[src/rtl/serial_word_receiver_pkg.sv]
// Shared definitions for the serial word link: FSM state encodings and
// parity-mode constants, used by both the receive and transmit sides.
package serial_word_receiver_pkg;

  typedef enum logic [0:0] {
    ST_IDLE  = 1'b0,
    ST_SHIFT = 1'b1
  } state_t;

  localparam int PAR_NONE = 0;
  localparam int PAR_EVEN = 1;
  localparam int PAR_ODD  = 2;

  // Number of serial bits in one frame: data bits plus an optional parity bit.
  function automatic int frame_bits(input int width, input int parity);
    return width + ((parity != PAR_NONE) ? 1 : 0);
  endfunction

endpackage

[src/rtl/serial_word_receiver_if.sv]
// Serial-in / parallel-out handshake bundle of the word receiver.
// master = link/consumer side, slave = receiver.
interface serial_word_receiver_if #(
  parameter int WIDTH = 4
) ();

  logic             serial_in;
  logic             bit_valid;
  logic             frame_start;
  logic             out_ready;
  logic             clr_overrun;
  logic [WIDTH-1:0] parallel_Q;
  logic             word_valid;
  logic             parity_err;
  logic             busy;
  logic             overrun;

  modport master (
    output serial_in, bit_valid, frame_start, out_ready, clr_overrun,
    input  parallel_Q, word_valid, parity_err, busy, overrun
  );

  modport slave (
    input  serial_in, bit_valid, frame_start, out_ready, clr_overrun,
    output parallel_Q, word_valid, parity_err, busy, overrun
  );

endinterface

[src/rtl/serial_word_receiver_sipo_shift_core.sv]
// Serial-in parallel-out shift register with selectable fill direction.
// data_d exposes the next register value so the caller can capture a word
// on the same edge that shifts in its final bit.
module sipo_shift_core
  import serial_word_receiver_pkg::*;
#(
  parameter int WIDTH     = 4,
  parameter int MSB_FIRST = 0
) (
  input  logic             clk,
  input  logic             rst,
  input  logic             clr,
  input  logic             shift_en,
  input  logic             bit_in,
  output logic [WIDTH-1:0] data_q,
  output logic [WIDTH-1:0] data_d
);

  logic [WIDTH-1:0] base;
  logic [WIDTH-1:0] shifted;

  // A clear and a shift in the same cycle shift into an empty register.
  assign base = clr ? '0 : data_q;

  genvar gi;
  generate
    if (MSB_FIRST != 0) begin : g_msb_first
      // Bits enter at [0] and move up; the first bit ends at [WIDTH-1].
      for (gi = 0; gi < WIDTH; gi++) begin : g_bit
        if (gi == 0) begin : g_in
          assign shifted[gi] = bit_in;
        end else begin : g_mv
          assign shifted[gi] = base[gi-1];
        end
      end
    end else begin : g_lsb_first
      // Bits enter at [WIDTH-1] and move down; the first bit ends at [0].
      for (gi = 0; gi < WIDTH; gi++) begin : g_bit
        if (gi == WIDTH - 1) begin : g_in
          assign shifted[gi] = bit_in;
        end else begin : g_mv
          assign shifted[gi] = base[gi+1];
        end
      end
    end
  endgenerate

  // Next-state selection: shift, clear, or hold.
  always_comb begin
    data_d = shift_en ? shifted : base;
  end

  // Shift register storage.
  always_ff @(posedge clk) begin
    if (rst) begin
      data_q <= '0;
    end else begin
      data_q <= data_d;
    end
  end

endmodule

[src/rtl/serial_word_receiver.sv]
// Framed serial-to-parallel word receiver with optional parity check,
// valid/ready output handshake and sticky overrun flag.
module serial_word_receiver
  import serial_word_receiver_pkg::*;
#(
  parameter int WIDTH     = 4,
  parameter int MSB_FIRST = 0,
  parameter int PARITY    = PAR_NONE
) (
  input logic                clk,
  input logic                rst,
  serial_word_receiver_if.slave bus
);

  localparam int FRAME_LEN = frame_bits(WIDTH, PARITY);
  localparam int CW        = $clog2(WIDTH + 2);
  localparam logic [CW-1:0] LAST_IDX  = CW'(FRAME_LEN - 1);
  localparam logic [CW-1:0] DATA_BITS = CW'(WIDTH);
  localparam logic ODD_FLIP   = (PARITY == PAR_ODD);
  localparam logic PAR_ACTIVE = (PARITY != PAR_NONE);

  state_t           state_reg;
  logic [CW-1:0]    cnt_reg;
  logic             par_acc_reg;
  logic [WIDTH-1:0] parallel_q_reg;
  logic             word_valid_reg;
  logic             parity_err_reg;
  logic             overrun_reg;

  logic             bit_take;
  logic [CW-1:0]    cnt_base;
  logic             par_base;
  logic             is_data;
  logic             last_bit;
  logic             par_next;
  logic             err_next;
  logic             drop;
  logic [WIDTH-1:0] shift_q;
  logic [WIDTH-1:0] shift_d;

  // Frame bookkeeping: a frame_start restarts counting from bit 0, and a bit
  // presented with it already belongs to the new frame.
  always_comb begin
    bit_take = bus.bit_valid && (bus.frame_start || (state_reg == ST_SHIFT));
    cnt_base = bus.frame_start ? '0 : cnt_reg;
    par_base = bus.frame_start ? 1'b0 : par_acc_reg;
    is_data  = (cnt_base < DATA_BITS);
    last_bit = bit_take && (cnt_base == LAST_IDX);
    par_next = par_base ^ (is_data & bus.serial_in);
    // Only meaningful on the parity bit itself, where par_base holds the data XOR.
    err_next = PAR_ACTIVE & (par_base ^ bus.serial_in ^ ODD_FLIP);
    drop     = last_bit && word_valid_reg && !bus.out_ready;
  end

  sipo_shift_core #(
    .WIDTH    (WIDTH),
    .MSB_FIRST(MSB_FIRST)
  ) u_core (
    .clk     (clk),
    .rst     (rst),
    .clr     (bus.frame_start),
    .shift_en(bit_take && is_data),
    .bit_in  (bus.serial_in),
    .data_q  (shift_q),
    .data_d  (shift_d)
  );

  // FSM, bit counter, parity accumulator, output register and overrun flag.
  always_ff @(posedge clk) begin
    if (rst) begin
      state_reg      <= ST_IDLE;
      cnt_reg        <= '0;
      par_acc_reg    <= 1'b0;
      parallel_q_reg <= '0;
      word_valid_reg <= 1'b0;
      parity_err_reg <= 1'b0;
      overrun_reg    <= 1'b0;
    end else begin
      if (bit_take) begin
        if (last_bit) begin
          state_reg   <= ST_IDLE;
          cnt_reg     <= '0;
          par_acc_reg <= 1'b0;
        end else begin
          state_reg   <= ST_SHIFT;
          cnt_reg     <= cnt_base + 1'b1;
          par_acc_reg <= par_next;
        end
      end else if (bus.frame_start) begin
        state_reg   <= ST_SHIFT;
        cnt_reg     <= '0;
        par_acc_reg <= 1'b0;
      end

      // A completing frame either replaces the word or is dropped when the
      // consumer is still holding off the previous one.
      if (last_bit && !drop) begin
        parallel_q_reg <= shift_d;
        parity_err_reg <= err_next;
        word_valid_reg <= 1'b1;
      end else if (word_valid_reg && bus.out_ready) begin
        word_valid_reg <= 1'b0;
      end

      // Setting wins over a simultaneous clear.
      if (drop) begin
        overrun_reg <= 1'b1;
      end else if (bus.clr_overrun) begin
        overrun_reg <= 1'b0;
      end
    end
  end

  assign bus.parallel_Q = parallel_q_reg;
  assign bus.word_valid = word_valid_reg;
  assign bus.parity_err = parity_err_reg;
  assign bus.busy       = (state_reg == ST_SHIFT);
  assign bus.overrun    = overrun_reg;

  // shift_q is kept visible for debug; the captured word comes from shift_d.
  logic unused_shift_q;
  assign unused_shift_q = ^shift_q;

endmodule

[src/flat_wrapper.sv]
// flat-port wrapper written by rule: the top's interface ports become plain ports
module serial_word_receiver_flat import serial_word_receiver_pkg::*;
#(
  parameter int WIDTH     = 4,
  parameter int MSB_FIRST = 0,
  parameter int PARITY    = PAR_NONE
)
  (clk, rst, bus_serial_in, bus_bit_valid, bus_frame_start, bus_out_ready, bus_clr_overrun, bus_parallel_Q, bus_word_valid, bus_parity_err, bus_busy, bus_overrun);
  serial_word_receiver_if #(.WIDTH(WIDTH)) bus_i ();
  input logic clk;
  input logic rst;
  input wire logic [$bits(bus_i.serial_in)-1:0] bus_serial_in;
  input wire logic [$bits(bus_i.bit_valid)-1:0] bus_bit_valid;
  input wire logic [$bits(bus_i.frame_start)-1:0] bus_frame_start;
  input wire logic [$bits(bus_i.out_ready)-1:0] bus_out_ready;
  input wire logic [$bits(bus_i.clr_overrun)-1:0] bus_clr_overrun;
  output wire logic [$bits(bus_i.parallel_Q)-1:0] bus_parallel_Q;
  output wire logic [$bits(bus_i.word_valid)-1:0] bus_word_valid;
  output wire logic [$bits(bus_i.parity_err)-1:0] bus_parity_err;
  output wire logic [$bits(bus_i.busy)-1:0] bus_busy;
  output wire logic [$bits(bus_i.overrun)-1:0] bus_overrun;
  assign bus_i.serial_in = bus_serial_in;
  assign bus_i.bit_valid = bus_bit_valid;
  assign bus_i.frame_start = bus_frame_start;
  assign bus_i.out_ready = bus_out_ready;
  assign bus_i.clr_overrun = bus_clr_overrun;
  assign bus_parallel_Q = bus_i.parallel_Q;
  assign bus_word_valid = bus_i.word_valid;
  assign bus_parity_err = bus_i.parity_err;
  assign bus_busy = bus_i.busy;
  assign bus_overrun = bus_i.overrun;
  serial_word_receiver #(.WIDTH(WIDTH), .MSB_FIRST(MSB_FIRST), .PARITY(PARITY)) u_core (.clk(clk), .rst(rst), .bus(bus_i));
endmodule
[config.mk]
export PLATFORM = sky130hd
export DESIGN_NAME = serial_word_receiver_flat
export DESIGN_NICKNAME = d
export VERILOG_FILES = /design/src/rtl/serial_word_receiver_pkg.sv /design/src/rtl/serial_word_receiver_if.sv /design/src/rtl/serial_word_receiver_sipo_shift_core.sv /design/src/rtl/serial_word_receiver.sv /design/src/flat_wrapper.sv
export SDC_FILE = /design/constraint.sdc
export NUM_CORES = 1
export LEC_CHECK = 0
export BUFFER_PORTS_ARGS = -buffer_cell sky130_fd_sc_hd__buf_2
export CAP_MARGIN = 20
export CORE_AREA = 4 4 41 43
export CTS_CLUSTER_DIAMETER = 60
export DETAILED_ROUTE_END_ITERATION = 16
export DIE_AREA = 0 0 45 47
export PLACE_DENSITY = 0.78
export SLEW_MARGIN = 20
export SYNTH_ARGS = -nofsm -noshare
export SYNTH_HDL_FRONTEND = slang
export SYNTH_SLANG_ARGS = --single-unit
[constraint.sdc]
create_clock -name clk -period 4.1 [get_ports clk]
set_input_delay 0.41 -clock clk [delete_from_list [all_inputs] [get_ports clk]]
set_output_delay 0.41 -clock clk [all_outputs]
set_load 0.005 [all_outputs]
==> summary.md, run 1 <==
| Metric | Value |
|---|---|
| Non-filler cells in the finished layout | `95` |
| Overall routed net length | `1120 um` |
| Seq/Total Area, Yosys | `between 40 and 50%` |
| Yosys warnings | `0` |
| # IOs | `15` |
| N_diodes | `0` |
| CTS tree | `done` |
| Final hold violations | `0` |
| First-pass GRT wire length | `approximately 2000 um` |
| Vias in the first global route | `480` |
| Routing usage on met1 | `17.6%` |
| GRT Resource Usage Total | `a little over an eighth` |
| Multi-input logic area | `314 um^2` |
| Placer Congestion | `0.730` |
| Setup TNS | `0 ps` |
| Reg-to-Reg End | `u_core.bus.parallel_Q[3]$_SDFFE_PP0P_` |
| Max_cap viols | `0` |
| Initial Util | `47.5%` |
| Storage cell area | `280 um^2` |
| Fmax | `approximately 700 MHz` |
| Setup repair bufs after CTS | `0` |
| Resized cells post-CTS | `0` |
| Layout net count | `90` |
| Final worst path period need | `roughly 1500 ps` |
| PD cells | `roughly 330 nW/um^2` |
| Seq cells post-synth | `14` |
| Core ar. | `around 1300 um^2` |
| GRT met3 Usage | `2.30%` |
| Fin util | `54.4%` |
| Std-Cell Rows | `13` |
| R2r setup slk | `2630 ps` |
| Worst skew pair latency | `between 200 and 300 ps` |
| Fill count | `~130` |
| Leak Pwr | `around 0.32 nW` |
| Largest net degree at the start of global routing | `12` |
| Syn Std Cell Area | `618 um^2` |
| Grt ovf | `0` |
| DP Wirelength | `around 850 um` |
| Die area | `2120 um^2` |
| Startpoint types | `flop` |
| Clk Tree Root Cell | `clkbuf_4` |
| Post-synthesis mux area share | `5.26%` |
| Compound-cell area share of the yosys netlist | `18.4%` |
| Syn Nets | `75` |
| Worst setup path start | `u_core.cnt_reg[0]$_SDFF_PP0_` |
| Post-Synth Simple-Gate Area | `around a quarter` |
| Netlist cell types | `29` |
| CTS Sinks | `14` |
| Main combinational cell family by area after synthesis | `simple AND/OR/NAND/NOR gates` |
| Reg2reg start | `u_core.cnt_reg[0]$_SDFF_PP0_` |
| Arr. time, crit path | `about 1700 ps` |
| Cells after DPL | `92` |
| Pre-Repair DR Iteration Count | `5` |
| Status | `finished, final reports clean` |
| Most used routing layer | `met2` |
| Cts hold-fix bufs | `0` |
| Fraction of layout cells with a size suffix above 1 | `27.5%` |
| Vias/cell | `approximately 5.3` |
| Initial antenna violation count | `0` |
| Setup violations, final | `0` |
| CTS Buf Count | `3` |
| Critical path endpoint category | `flop` |
| Post-route DRC | `0` |
| Setup Skew | `between 0.4 and 0.5 ps` |
| Die height | `approximately 47 um` |
| Iteration-0 DRC Markers | `13` |
| Met2 Use GR | `19.2%` |
| R2R depth | `6` |
| Clock Tree Buf Depth | `2` |
| I/O Buffers | `13` |
| Worst Path Required | `around 4300 ps` |
| XOR/XNOR share of the synthesized area | `0%` |
| Area Growth Syn to Fin | `14.6%` |
| Most common cell after layout, fill and taps aside | `dfxtp_1` |
| Drt wl/cell | `about 12 um` |
| Synth Area in Adders | `between 2 and 2.5%` |
| DR vias | `504` |
| Final Max Slew Viols | `0` |
| Most frequent cells in the layout | `dfxtp_1, buf_2, nor2_1, nand2_1` |
| Post-synthesis cell count | `67` |
| Die W | `approximately 45 um` |
| Min-Delay Path Class | `in -> reg` |
| Crit share post-route | `~36%` |
| Clock transition at path regs | `around 80 ps` |
| Critical path class | `reg -> reg` |
| Antenna-violating nets left | `0` |
| Critical path peak fanout | `5` |
| RSZ-0062 raised after global routing | `false` |
| H-Tree Depth | `1` |
| Maximum VDD drop | `~0.19 mV` |
| Crit path capture | `u_core.bus.parallel_Q[3]$_SDFFE_PP0P_` |
| Synth Area per Inst | `between 9 and 10 um^2` |
-- through the flow --
stage          instance area [um^2]  power (mW)  worst slack (ps)  hold slack [ps]
6_report                        708       0.232              2630              405
2_1_floorplan                   618       0.155              2490              415
3_3_place_gp                    686       0.160              2410              433
4_1_cts                         708       0.234              2630              400
3_5_place_dp                    686       0.160              2390              438
5_1_grt                         708       0.242              2530              427
-- area by class of cell --
type                            instances  share of cell area, %
Multi-Input combinational cell         48                   44.3
Sequential cell                        14                   39.6
Timing Repair Buffer                   13                   9.19
Clock buffer                            3                   3.18
Tap cell                               15                   2.65
Inverter                                2                   1.06
-- worst min-delay path by stage --
stage,start,end,slack (ps),depth (start not counted)
2_1_floorplan,u_core.cnt_reg[2]$_SDFF_PP0_,u_core.cnt_reg[2]$_SDFF_PP0_,410,2
3_3_place_gp,u_core.cnt_reg[2]$_SDFF_PP0_,u_core.cnt_reg[2]$_SDFF_PP0_,430,2
4_1_cts,bus_bit_valid,u_core.cnt_reg[2]$_SDFF_PP0_,400,2
3_5_place_dp,u_core.cnt_reg[2]$_SDFF_PP0_,u_core.cnt_reg[2]$_SDFF_PP0_,440,2
5_1_grt,bus_bit_valid,u_core.cnt_reg[2]$_SDFF_PP0_,430,2
6_report,bus_bit_valid,u_core.cnt_reg[2]$_SDFF_PP0_,410,2
-- Yosys cell counts --
| cell | number | area, um^2 |
|---|---|---|
| o21ai_0 | 1 | 5.00 |
| conb_1 | 1 | 3.75 |
| mux2_2 | 2 | 22.5 |
| mux2i_1 | 1 | 10.0 |
| buf_2 | 1 | 5.00 |
| o211ai_1 | 1 | 7.51 |
| nor2b_4 | 1 | 13.8 |
| nor2_1 | 8 | 30.0 |
| nand2_1 | 6 | 22.5 |
| a211oi_2 | 1 | 12.5 |
| nor2b_1 | 4 | 25.0 |
| nor3_1 | 1 | 5.00 |
| and2_1 | 2 | 12.5 |
| a211o_1 | 1 | 8.76 |
| clkbuf_1 | 1 | 3.75 |
| a2bb2oi_1 | 1 | 8.76 |
| dfxtp_1 | 14 | 280 |
| o41ai_2 | 1 | 16.3 |
| a31oi_1 | 2 | 12.5 |
| a21o_1 | 1 | 7.51 |
| inv_1 | 2 | 7.51 |
| ha_1 | 1 | 12.5 |
| nand2b_1 | 2 | 12.5 |
| nor4_1 | 1 | 6.26 |
| a21oi_1 | 4 | 20.0 |
| nand2b_2 | 1 | 8.76 |
| nand3b_1 | 2 | 15.0 |
| a22oi_1 | 2 | 15.0 |
| buf_4 | 1 | 7.51 |
-- routing by layer --
metal  up-vias  wire, um
li1        257         -
met1       224       522
met2        18       488
met3         5        74
met4         0        35
met5         -         0
-- logic make-up (layout without fill, tap and decap cells) --
family / after synthesis / after routing
AND/OR/NAND/NOR: 28 / 28
AO/OA/AOI/OAI: 15 / 15
flip-flops: 14 / 14
buffers and inverters: 5 / 18
multiplexers: 3 / 3
adder cells (fa/ha/maj): 1 / 1
other: 1 / 1
-- power by group --
| part | internal, mW | total (mW) | switching [mW] |
|---|---|---|---|
| logic | 0.00668 | 0.0168 | 0.0102 |
| clock network | 0.0341 | 0.0754 | 0.0414 |
| registers | 0.138 | 0.140 | 0.00205 |
-- critical path: stages, from the launching register on --
cell and delay (ps):
dfxtp_1 340, nor2b_1 170, ha_1 180, nand2_1 80, a211o_1 300, nor2b_4 150, a211oi_2 170
No activity file was read; power rests on OpenSTA's default activity.
==> inputs of run 2 (changes only) <==
--- a/config.mk
+++ b/config.mk
@@ -5,13 +5,14 @@
 export SDC_FILE = /design/constraint.sdc
 export NUM_CORES = 1
 export LEC_CHECK = 0
+export ABC_AREA = 1
 export BUFFER_PORTS_ARGS = -buffer_cell sky130_fd_sc_hd__buf_2
 export CAP_MARGIN = 20
-export CORE_AREA = 4 4 41 43
+export CORE_MARGIN = 4
+export CORE_UTILIZATION = 51
 export CTS_CLUSTER_DIAMETER = 60
 export DETAILED_ROUTE_END_ITERATION = 16
-export DIE_AREA = 0 0 45 47
-export PLACE_DENSITY = 0.78
+export PLACE_DENSITY = 0.82
 export SLEW_MARGIN = 20
 export SYNTH_ARGS = -nofsm -noshare
 export SYNTH_HDL_FRONTEND = slang
==> constraint.sdc (replaced) <==
create_clock -name clk -period 1.51 [get_ports clk]
set_input_delay 0.151 -clock clk [delete_from_list [all_inputs] [get_ports clk]]
set_output_delay 0.151 -clock clk [all_outputs]
set_load 0.005 [all_outputs]
==> summary.md, run 2 <==
| Metric | Value |
|---|---|
| Most common cell after layout, fill and taps aside | `nand2_1` |
| Yosys top cell area share | `39.5% (-5.8 points)` |
| Max stage delay on crit path | `310 ps (-30 ps)` |
| Clock Tree Buf Depth | `2 (unchanged)` |
| Most frequent cells in the layout | `nand2_1, inv_1, nor2_1, dfxtp_1, buf_2` |
| Setup repair bufs after CTS | `0 (unchanged)` |
| CTS Sinks | `14 (unchanged)` |
| Fraction of layout cells with a size suffix above 1 | `20.5% (-7.0 points)` |
| First-pass GRT wire length | `2260 um (+13%)` |
| PD cells | `834 nW/um^2 (+150%)` |
| Antenna-violating nets left | `0 (unchanged)` |
| Post-synthesis cell count | `99 (+48%)` |
| Die W | `45.3 um (+0.66%)` |
| Fmax | `799 MHz (+17%)` |
| R2R depth | `9 (+3)` |
| Syn Nets | `107 (+43%)` |
| DP Wirelength | `1030 um (+21%)` |
| Critical Path Slowest Stage Cell | `dfxtp_1` |
| Setup violations, final | `0 (unchanged)` |
| Synth top cells by count | `nand2_1, inv_1, nor2_1` |
| Delay-heaviest family, CP | `simple AND/OR/NAND/NOR gates` |
| M1 wire length | `590 um (+13%)` |
| Maximum VDD drop | `0.553 mV (+180%)` |
| Min-Delay Path Class | `in -> reg` |
| Leak Pwr | `0.407 nW (+26%)` |
| Setup Skew | `2.17 ps (+1.74 ps)` |
| Number of synthesized flops with an enable pin | `0 (unchanged)` |
| Std-Cell Rows | `13 (unchanged)` |
| DR vias | `611 (+21%)` |
| Largest net degree at the start of global routing | `11 (-1)` |
| Arr. time, crit path | `1470 ps (-200 ps)` |
| CTS Buf Count | `3 (unchanged)` |
| Final worst path period need | `1250 ps (-219 ps)` |
| Worst path cell trace | `inv_1 > nor2_1 > ha_1 > inv_1 > a21oi_4 > nand3_4 > nand2_1 > nand2_1 > nor2_1` |
| Resized cells post-CTS | `0 (unchanged)` |
| Critical path endpoint category | `flop` |
| Drt wl/cell | `10.5 um (-11%)` |
| Seq/Total Area, Yosys | `39.5% (-5.8 points)` |
| Final Max Slew Viols | `0 (unchanged)` |
| Placer Congestion | `0.865 (+18%)` |
| Pre-Repair DR Iteration Count | `4 (-1)` |
| Worst Path Required | `1730 ps (-2570 ps)` |
| Main synth FF type | `dfxtp_1` |
| Reg-to-Reg End | `u_core.bus.parallel_Q[1]$_SDFFE_PP0P_` |
| Worst skew pair latency | `280 ps (about the same)` |
| RSZ-0062 raised after global routing | `false` |
| Setup TNS | `0 ps (unchanged)` |
| Vias in the first global route | `557 (+16%)` |
| Worst setup path start | `u_core.cnt_reg[1]$_SDFF_PP0_` |
| Initial antenna violation count | `0 (unchanged)` |
| Cts hold-fix bufs | `0 (unchanged)` |
| Status | `finished, final reports clean` |
| Critical path peak fanout | `8 (+3)` |
| Syn Std Cell Area | `709 um^2 (+15%)` |
| CTS tree | `done` |
| Seq cells post-synth | `14 (unchanged)` |
| I/O Buffers | `13 (unchanged)` |
| Hold Path Sink | `u_core.bus.overrun$_SDFFE_PP0P_` |
| Synth Area per Inst | `7.17 um^2 (-22%)` |
| Die area | `2050 um^2 (-3.0%)` |
| Async SR Flop Fraction | `0% (unchanged)` |
| Reg2reg start | `u_core.cnt_reg[1]$_SDFF_PP0_` |
| Grt ovf | `0 (unchanged)` |
| Max_cap viols | `0 (unchanged)` |
| Area Growth Syn to Fin | `10.9%` |
| Clk Tree Root Cell | `clkbuf_4` |
| Vias/cell | `4.81 (-9.3%)` |
| Layout net count | `122 (+36%)` |
| DR top layer | `met4` |
| R2r setup slk | `260 ps (-2370 ps)` |
| DR WL met3 | `91 um (+23%)` |
| Crit share post-route | `82.8% (+47 points)` |
| WP buf/inv | `2 (+2)` |
| N_diodes | `0 (unchanged)` |
| Post-route DRC | `0 (unchanged)` |
| Final hold violations | `0 (unchanged)` |
| Clock transition at path regs | `80 ps (about the same)` |
| Hold Crit Depth | `4 (+2)` |
| Startpoint types | `flop` |
| Initial Util | `54.5% (+7.0 points)` |
| H-Tree Depth | `1 (unchanged)` |
| Die height | `45.3 um (-3.6%)` |
| # IOs | `15 (unchanged)` |
| Overall routed net length | `1330 um (+19%)` |
| Top post-synthesis cells by area | `dfxtp_1, nand2_1, inv_1, nor2_1, a21oi_1` |
| Hold_sp | `bus_clr_overrun` |
| Critical path class | `reg -> reg` |
| Netlist cell types | `21 (-28%)` |
| Core ar. | `1300 um^2 (unchanged)` |
| Yosys warnings | `0 (unchanged)` |
| Synth area leader | `dfxtp_1` |
| GRT Resource Usage Total | `16.1% (+2.7 points)` |
| Most used standard cell by instance count after synthesis | `nand2_1` |
| Iteration-0 DRC Markers | `8 (-5)` |
| Metal2 WL | `623 um (+28%)` |
| Fin util | `60.5% (+6.1 points)` |
run 2: where the power goes:
group          switching (mW)  internal [mW]  total (mW)
Combinational          0.0435         0.0227      0.0662
Clock                   0.118         0.0926       0.210
Sequential            0.00392          0.376       0.380
Total                   0.165          0.491       0.656
run 2: worst min-delay path: cells and delay by family:
family | cells | cell delay, ps
AO/OA/AOI/OAI | 1 | 50
buffers and inverters | 2 | 110
AND/OR/NAND/NOR | 1 | 40
run 2: routing by layer:
metal / track usage (%) / vias up
met3: 6.37 / 4
met2: 24.3 / 23
met5: 0 / -
met1: 18.5 / 259
li1: - / 325
met4: 10.5 / 0
run 2: metrics by stage:
stage / instance area, um^2 / hold WS, ps / worst slack (ps) / power, mW / instances
2_1_floorplan: 709 / 314 / 360 / 0.442 / 99
3_3_place_gp: 764 / 411 / 230 / 0.453 / 124
3_5_place_dp: 764 / 415 / 205 / 0.456 / 124
4_1_cts: 787 / 123 / 244 / 0.656 / 127
5_1_grt: 787 / 146 / 90.2 / 0.685 / 127
6_report: 787 / 118 / 259 / 0.656 / 127
run 2: cells by family after synthesis:
group           after synthesis  synth area share, %
simple gates                 51                 34.7
buf+inv                      22                 14.8
flops                        14                 39.5
compound gates               10                 8.64
fa+ha+maj                     1                 1.76
other cells                   1                0.529
run 2: how the worst max path moves through the flow:
stage / end / slack, ps / cells past startpoint
floorplan: u_core.bus.parallel_Q[0]$_SDFFE_PP0P_ / 360 / 8
global placement: u_core.bus.parallel_Q[0]$_SDFFE_PP0P_ / 230 / 9
detailed placement: u_core.bus.parallel_Q[1]$_SDFFE_PP0P_ / 210 / 9
CTS: u_core.bus.parallel_Q[1]$_SDFFE_PP0P_ / 240 / 9
global route: u_core.bus.parallel_Q[3]$_SDFFE_PP0P_ / 90 / 9
finish: u_core.bus.parallel_Q[1]$_SDFFE_PP0P_ / 260 / 9
run 2: area by class of cell:
| cell class | instances | area, um^2 |
|---|---|---|
| clock buffers | 3 | 22.5 |
| fillers | 127 | 514 |
| inverters | 19 | 76.3 |
| multi-input cells | 63 | 324 |
| flip-flops and latches | 14 | 280 |
| well taps | 15 | 18.8 |
| repair buffers | 13 | 65.1 |
